File: config.mk
export PLATFORM = sky130hd
export DESIGN_NAME = spi_slave_resp
export DESIGN_NICKNAME = d
export VERILOG_FILES = /design/src/rtl/spi_pkg.sv /design/src/rtl/spi_sync_edge.sv /design/src/rtl/spi_slave_resp.sv
export SDC_FILE = /design/constraint.sdc
export NUM_CORES = 1
export LEC_CHECK = 0
export ABC_CLOCK_PERIOD_IN_PS = 3300
export CAP_MARGIN = 20
export CORE_ASPECT_RATIO = 1.5
export CORE_MARGIN = 2
export CORE_UTILIZATION = 38
export CTS_BUF_LIST = sky130_fd_sc_hd__clkbuf_8
export CTS_CLUSTER_DIAMETER = 50
export CTS_CLUSTER_SIZE = 30
export DETAILED_ROUTE_END_ITERATION = 7
export GPL_TIMING_DRIVEN = 0
export PLACE_DENSITY = 0.66
export SYNTH_ARGS = -nofsm -noshare
export SYNTH_HDL_FRONTEND = slang
export SYNTH_SLANG_ARGS = --single-unit
File: constraint.sdc
create_clock -name clk -period 3.3 [get_ports clk]
set_input_delay 0.99 -clock clk [delete_from_list [all_inputs] [get_ports clk]]
set_output_delay 0.99 -clock clk [all_outputs]
set_load 0.01 [all_outputs]
File: src/rtl/spi_pkg.sv
// Shared SPI definitions: frame width default and the frame-level state encoding.
package spi_pkg;

  localparam int SPI_DATA_W = 8;

  typedef enum logic [1:0] {
    IDLE   = 2'd0,
    ACTIVE = 2'd1,
    DONE   = 2'd2
  } spi_state_e;

endpackage

File: src/rtl/spi_sync_edge.sv
// Multi-flop synchronizer for an asynchronous pin, with single-cycle rise/fall pulses
// derived from the synchronized level.
module spi_sync_edge #(
  parameter int STAGES    = 2,
  parameter bit RESET_VAL = 1'b0
) (
  input  logic clk,
  input  logic rst,
  input  logic din,
  output logic sync,
  output logic rise,
  output logic fall
);

  logic [STAGES-1:0] sync_reg;
  logic              prev_reg;

  always_ff @(posedge clk) begin
    if (rst) begin
      sync_reg <= {STAGES{RESET_VAL}};
      prev_reg <= RESET_VAL;
    end else begin
      sync_reg <= {sync_reg[STAGES-2:0], din};
      prev_reg <= sync_reg[STAGES-1];
    end
  end

  assign sync = sync_reg[STAGES-1];
  assign rise = sync & ~prev_reg;
  assign fall = ~sync & prev_reg;

endmodule

File: src/rtl/spi_slave_resp.sv
// SPI slave responder: oversamples SS/SCK/MOSI on clk, shifts one frame per SS-low window
// and returns a preloaded byte on MISO, with SPIF/OVR status and a one-deep tx buffer.
module spi_slave_resp
  import spi_pkg::*;
#(
  parameter int DATA_W      = SPI_DATA_W,
  parameter int SYNC_STAGES = 2
) (
  input  logic              clk,
  input  logic              rst,
  input  logic              SPE,
  input  logic              CPOL,
  input  logic              CPHA,
  input  logic              LSBFE,
  input  logic              SS,
  input  logic              SCK,
  input  logic              MOSI,
  output logic              MISO,
  output logic              MISO_oe,
  input  logic [DATA_W-1:0] tx_data,
  input  logic              tx_load,
  output logic              tx_empty,
  output logic [DATA_W-1:0] rx_data,
  output logic              SPIF,
  output logic              OVR,
  input  logic              spif_clr
);

  localparam int CNT_W = $clog2(DATA_W + 1);

  // Input conditioning
  logic ss_sync, ss_rise, ss_fall;
  logic sck_sync, sck_rise, sck_fall;
  logic [SYNC_STAGES-1:0] mosi_sync_reg;
  logic mosi_s;

  spi_sync_edge #(.STAGES(SYNC_STAGES), .RESET_VAL(1'b1)) u_ss_sync (
    .clk  (clk),
    .rst  (rst),
    .din  (SS),
    .sync (ss_sync),
    .rise (ss_rise),
    .fall (ss_fall)
  );

  spi_sync_edge #(.STAGES(SYNC_STAGES), .RESET_VAL(1'b0)) u_sck_sync (
    .clk  (clk),
    .rst  (rst),
    .din  (SCK),
    .sync (sck_sync),
    .rise (sck_rise),
    .fall (sck_fall)
  );

  always_ff @(posedge clk) begin
    if (rst) begin
      mosi_sync_reg <= '0;
    end else begin
      mosi_sync_reg <= {mosi_sync_reg[SYNC_STAGES-2:0], MOSI};
    end
  end

  assign mosi_s = mosi_sync_reg[SYNC_STAGES-1];

  // The synchronized level after an edge tells us its direction relative to CPOL.
  logic ss_edge, ss_start;
  logic sck_edge, lead_edge, trail_edge, sample_edge, shift_edge;

  assign ss_edge     = ss_rise | ss_fall;
  assign ss_start    = ss_edge & ~ss_sync;
  assign sck_edge    = sck_rise | sck_fall;
  assign lead_edge   = sck_edge & (sck_sync != CPOL);
  assign trail_edge  = sck_edge & (sck_sync == CPOL);
  assign sample_edge = CPHA ? trail_edge : lead_edge;
  assign shift_edge  = CPHA ? lead_edge  : trail_edge;

  // Registered state
  spi_state_e        state_reg, state_next;
  logic [CNT_W-1:0]  bit_cnt_reg, bit_cnt_next;
  logic [DATA_W-1:0] shift_reg, shift_next;
  logic [DATA_W-1:0] tx_buf_reg, tx_buf_next;
  logic              tx_empty_reg, tx_empty_next;
  logic [DATA_W-1:0] rx_data_reg, rx_data_next;
  logic              spif_reg, spif_next;
  logic              ovr_reg, ovr_next;
  logic              miso_reg, miso_next;
  logic              miso_oe_reg, miso_oe_next;

  logic              do_load;
  logic [DATA_W-1:0] load_word;

  assign load_word = tx_empty_reg ? '0 : tx_buf_reg;

  always_comb begin
    state_next    = state_reg;
    bit_cnt_next  = bit_cnt_reg;
    shift_next    = shift_reg;
    tx_buf_next   = tx_buf_reg;
    tx_empty_next = tx_empty_reg;
    rx_data_next  = rx_data_reg;
    spif_next     = spif_reg;
    ovr_next      = ovr_reg;
    miso_next     = miso_reg;
    miso_oe_next  = miso_oe_reg;
    do_load       = 1'b0;

    if (spif_clr) begin
      spif_next = 1'b0;
      ovr_next  = 1'b0;
    end

    case (state_reg)
      IDLE: begin
        miso_next    = 1'b0;
        miso_oe_next = 1'b0;
        bit_cnt_next = '0;
        if (SPE && ss_start) begin
          do_load = 1'b1;
        end
      end

      ACTIVE: begin
        if (!SPE || ss_sync) begin
          state_next   = IDLE;
          bit_cnt_next = '0;
          miso_next    = 1'b0;
          miso_oe_next = 1'b0;
        end else if (sample_edge) begin
          shift_next   = LSBFE ? {mosi_s, shift_reg[DATA_W-1:1]}
                               : {shift_reg[DATA_W-2:0], mosi_s};
          bit_cnt_next = bit_cnt_reg + CNT_W'(1);
          if (bit_cnt_reg == CNT_W'(DATA_W - 1)) begin
            state_next = DONE;
          end
        end else if (shift_edge) begin
          // Before the first sample this re-presents the first bit (CPHA=1 leading edge).
          miso_next = LSBFE ? shift_reg[0] : shift_reg[DATA_W-1];
        end
      end

      DONE: begin
        if (SPE) begin
          // A simultaneous spif_clr counts as already cleared, so the new frame is kept.
          if (!spif_reg || spif_clr) begin
            rx_data_next = shift_reg;
            spif_next    = 1'b1;
          end else begin
            ovr_next = 1'b1;
          end
        end
        if (!SPE || ss_sync) begin
          state_next   = IDLE;
          bit_cnt_next = '0;
          miso_next    = 1'b0;
          miso_oe_next = 1'b0;
        end else begin
          do_load = 1'b1;
        end
      end

      default: begin
        state_next = IDLE;
      end
    endcase

    if (do_load) begin
      state_next    = ACTIVE;
      shift_next    = load_word;
      tx_empty_next = 1'b1;
      bit_cnt_next  = '0;
      miso_oe_next  = 1'b1;
      miso_next     = LSBFE ? load_word[0] : load_word[DATA_W-1];
    end

    // Evaluated against the pre-load flag so a write racing a frame start is kept for later.
    if (tx_load && tx_empty_reg) begin
      tx_buf_next   = tx_data;
      tx_empty_next = 1'b0;
    end
  end

  always_ff @(posedge clk) begin
    if (rst) begin
      state_reg    <= IDLE;
      bit_cnt_reg  <= '0;
      shift_reg    <= '0;
      tx_buf_reg   <= '0;
      tx_empty_reg <= 1'b1;
      rx_data_reg  <= '0;
      spif_reg     <= 1'b0;
      ovr_reg      <= 1'b0;
      miso_reg     <= 1'b0;
      miso_oe_reg  <= 1'b0;
    end else begin
      state_reg    <= state_next;
      bit_cnt_reg  <= bit_cnt_next;
      shift_reg    <= shift_next;
      tx_buf_reg   <= tx_buf_next;
      tx_empty_reg <= tx_empty_next;
      rx_data_reg  <= rx_data_next;
      spif_reg     <= spif_next;
      ovr_reg      <= ovr_next;
      miso_reg     <= miso_next;
      miso_oe_reg  <= miso_oe_next;
    end
  end

  assign MISO     = miso_reg;
  assign MISO_oe  = miso_oe_reg;
  assign tx_empty = tx_empty_reg;
  assign rx_data  = rx_data_reg;
  assign SPIF     = spif_reg;
  assign OVR      = ovr_reg;

endmodule

==> out/metrics.yaml <==
place:
  placed_cells: 294
  portBuffers: 29
  place_ws_ps: 426.8
  placed_area_mm2: 0.002321
  dp_hpwl_um: 2947
  place_congestion: 0.8081
synthesis:
  synth_xor_area_frac: 0.008349
  yosys.area_share.simple: 0.1824
  syn_nets: 224
  synthArstFlopShare: 0
  synth_edf_count: 0
  synth_top_family_by_area: "compound AO/OA/AOI/OAI gates"
  ys_warn_count: 0
  synthFlopType: "dfxtp_1"
  synth-compound-area-share: 0.1830
  synth_area_leaders: "dfxtp_1, mux2_2, mux2i_1, a21oi_1, ha_1"
  synthesis.instances: 199
  synthMuxAreaShare: 0.1182
  ys_ff_latch: 43
  synthAdderAreaFrac: 0.03854
  avgSynthCellArea_um2: 9.790
  yosysTopAreaCellShare: 0.4419
  yosysTopAreaCell: "dfxtp_1"
  yosysSeqAreaShare: 0.4419
  synth_area_mm2: 0.001948
  synth.distinct_cells: 41
clocking:
  cts.sinks: 43
  htreeDepth: 2
  path_clk_slew_ps: 80
  cts-buffers-inserted: 5
  cts_resized: 0
  hold_buffers: 0
  clock_path_buffers: 2
  insertion_delay_ps: 300
  post_cts_buffers: 0
  cts_tree: "done"
  root_buffer: "clkbuf_8"
die:
  ioPinCount: 32
  die_x_um: 62.46
  row_count: 31
  die_area_mm2: 0.005727
  die_h_um: 91.69
  core_area_mm2: 0.004887
  initial_utilization: 0.3986
routing:
  detail-route-antenna-nets: 0
  via_per_inst: 5.182
  wl_per_cell_um: 13.03
  wirelength_um: 3936
  drt_iter0_drc: 33
  firstDrtPassIters: 4
  via_count: 1565
  drc_errors: 0
global_route:
  globalRouteMet1Util: 0.1812
  grt_max_degree: 16
  grt_usage: 0.1446
  gr-usage-met3: 0.03067
  grt_use_met2: 0.2366
  antenna_found_initial: 0
  grt_overflow_total: 0
  grt_busiest_layer: "met2"
  grt_pass1_vias: 1454
  grt_pass1_wl_um: 6637
pwr:
  p_sw_mw: 0.2362
  p_int_mw: 0.7993
  cellLeakagePower_nw: 0.8523
  p_total_mw: 1.035
  pwr_density_cell_mw_per_mm2: 425.1
  power_frac_comb: 0.078
  swShare: 0.2281
  pwr-share-clk: 0.403
  pwr-share-seq: 0.519
  irDropWorstVdd_uv: 247.0
timing:
  slew_violations: 0
  finClkSkew_ps: 10.77
  finalSetupViolations: 0
  fin_crit_sh: 0.7780
  fmax_mhz: 389.5
  worst_slack_ps: 732.7
  rsz0062_at_grt: "no"
  hold_viol_final: 0
  period_needed_ps: 2567
  maxSlewHeadroom: 0.6073
  tightest_slew_ps: 577.6
  fin_tns_setup_ps: 0
  whs_ps: 424.4
worst_setup_path:
  worstPathArrival_ps: 2790
  critical_path.endpoint: "bit_cnt_reg[3]$_SDFFE_PP0P_"
  crit_start: "CPOL"
  r2r_start: "state_reg[0]$_SDFFE_PP0P_"
  cp_slowest_cell: "or4_1"
  criticalPathCategory: "in2reg"
  cp_max_fo: 9
  critPathCaptureType: "flop"
  slowest_delay_ps: 470
  r2r_cells: 7
  required_ps: 3530
  crit_chain: "clkdlybuf4s50_1, xnor2_2, mux2_4, or4_1, a21oi_1"
  r2r_end: "shift_reg[0]$_SDFFE_PP0P_"
  start_kind: "input pin"
  r2r_setup_slack_ps: 1200
finish:
  drive_gt1_frac: 0.1144
  layout.nets: 260
  antenna_cells: 0
  utilization: 0.4985
  syn2layout_area_growth_pct: 25.05
  fin_area_mm2: 0.002436
  stdcell_count: 302
worst_hold_path:
  hp-class: "reg2reg"
outcome:
  status: "finished, final reports clean"
job:
  cap_violations: 0
how the worst min path moves through the flow:
stage	startpoint	end	slack, ps	depth (start not counted)
after floorplan	u_ss_sync.sync_reg[0]$_SDFF_PP1_	u_ss_sync.sync_reg[1]$_SDFF_PP1_	390	1
after global placement	u_ss_sync.sync_reg[0]$_SDFF_PP1_	u_ss_sync.sync_reg[1]$_SDFF_PP1_	400	1
after detailed placement	u_ss_sync.sync_reg[0]$_SDFF_PP1_	u_ss_sync.sync_reg[1]$_SDFF_PP1_	410	1
after CTS	u_ss_sync.sync_reg[0]$_SDFF_PP1_	u_ss_sync.sync_reg[1]$_SDFF_PP1_	430	1
after global routing	u_ss_sync.sync_reg[0]$_SDFF_PP1_	u_ss_sync.sync_reg[1]$_SDFF_PP1_	440	1
final	u_ss_sync.sync_reg[0]$_SDFF_PP1_	u_ss_sync.sync_reg[1]$_SDFF_PP1_	420	1
worst max-delay path, delay by kind of cell:
kind	cells	cell delay, ps
XOR/XNOR	1	350
multiplexers	1	390
AND/OR/NAND/NOR	1	470
buffers and inverters	1	440
AO/OA/AOI/OAI	1	150
cells by family after synthesis:
kind of cell | Yosys count
flip-flops | 43
adder cells (fa/ha/maj) | 6
multiplexers | 21
buffers and inverters | 14
AND/OR/NAND/NOR | 66
XOR/XNOR | 1
AO/OA/AOI/OAI | 48
per-layer routing:
layer,vias to the layer above,wire length [um]
li1,805,-
met1,734,1877
met2,22,1921
met3,4,83
met4,0,53
met5,-,0
synthesized netlist by cell type (2+ instances only):
cell type,number
dfxtp_1,43
a21oi_1,16
nor2_1,13
nand2_1,12
mux2i_1,10
mux2_2,9
nand3_1,9
a32oi_1,8
o2bb2ai_1,8
nor2b_1,7
clkbuf_1,6
ha_1,6
inv_1,5
nand2b_1,5
o31ai_1,4
nand3b_1,3
nor3_1,3
or2_2,3
or4_1,3
a21o_1,2
buf_1,2
nand4_1,2
o21ai_0,2
cell usage in the layout (no fill, tap or decap), types with 2 or more instances in the layout:
cell | netlist | final
nand3_1 | 9 | 9
nand4_1 | 2 | 2
clkdlybuf4s50_1 | 0 | 29
o21ai_0 | 2 | 2
nor2b_1 | 7 | 7
or4_1 | 3 | 3
nor3_1 | 3 | 3
clkbuf_8 | 0 | 5
nand3b_1 | 3 | 3
buf_1 | 2 | 2
inv_1 | 5 | 5
ha_1 | 6 | 6
nand2b_1 | 5 | 5
a32oi_1 | 8 | 8
o2bb2ai_1 | 8 | 8
or2_2 | 3 | 3
mux2_2 | 9 | 9
clkbuf_1 | 6 | 6
mux2i_1 | 10 | 10
nor2_1 | 13 | 13
a21o_1 | 2 | 2
dfxtp_1 | 43 | 43
nand2_1 | 12 | 12
a21oi_1 | 16 | 16
o31ai_1 | 4 | 4
power groups by stage:
stage,logic (mW),registers [mW],clock network [mW]
final,0.0811,0.537,0.417
after global routing,0.0900,0.540,0.453
after CTS,0.0820,0.538,0.431
after detailed placement,0.0813,0.550,0
after global placement,0.0812,0.550,0
after floorplan,0.0469,0.548,0
layout make-up:
class	count	area [um^2]
inverter	5	18.77
clock inverter	3	46.29
clock buffer	5	68.82
tap	66	82.58
buffer	9	35.03
multi-input combinational	142	1033
timing repair buffer	29	290.3
sequential	43	860.8
fill	484	2451
Power figures use the tool's default switching activity.
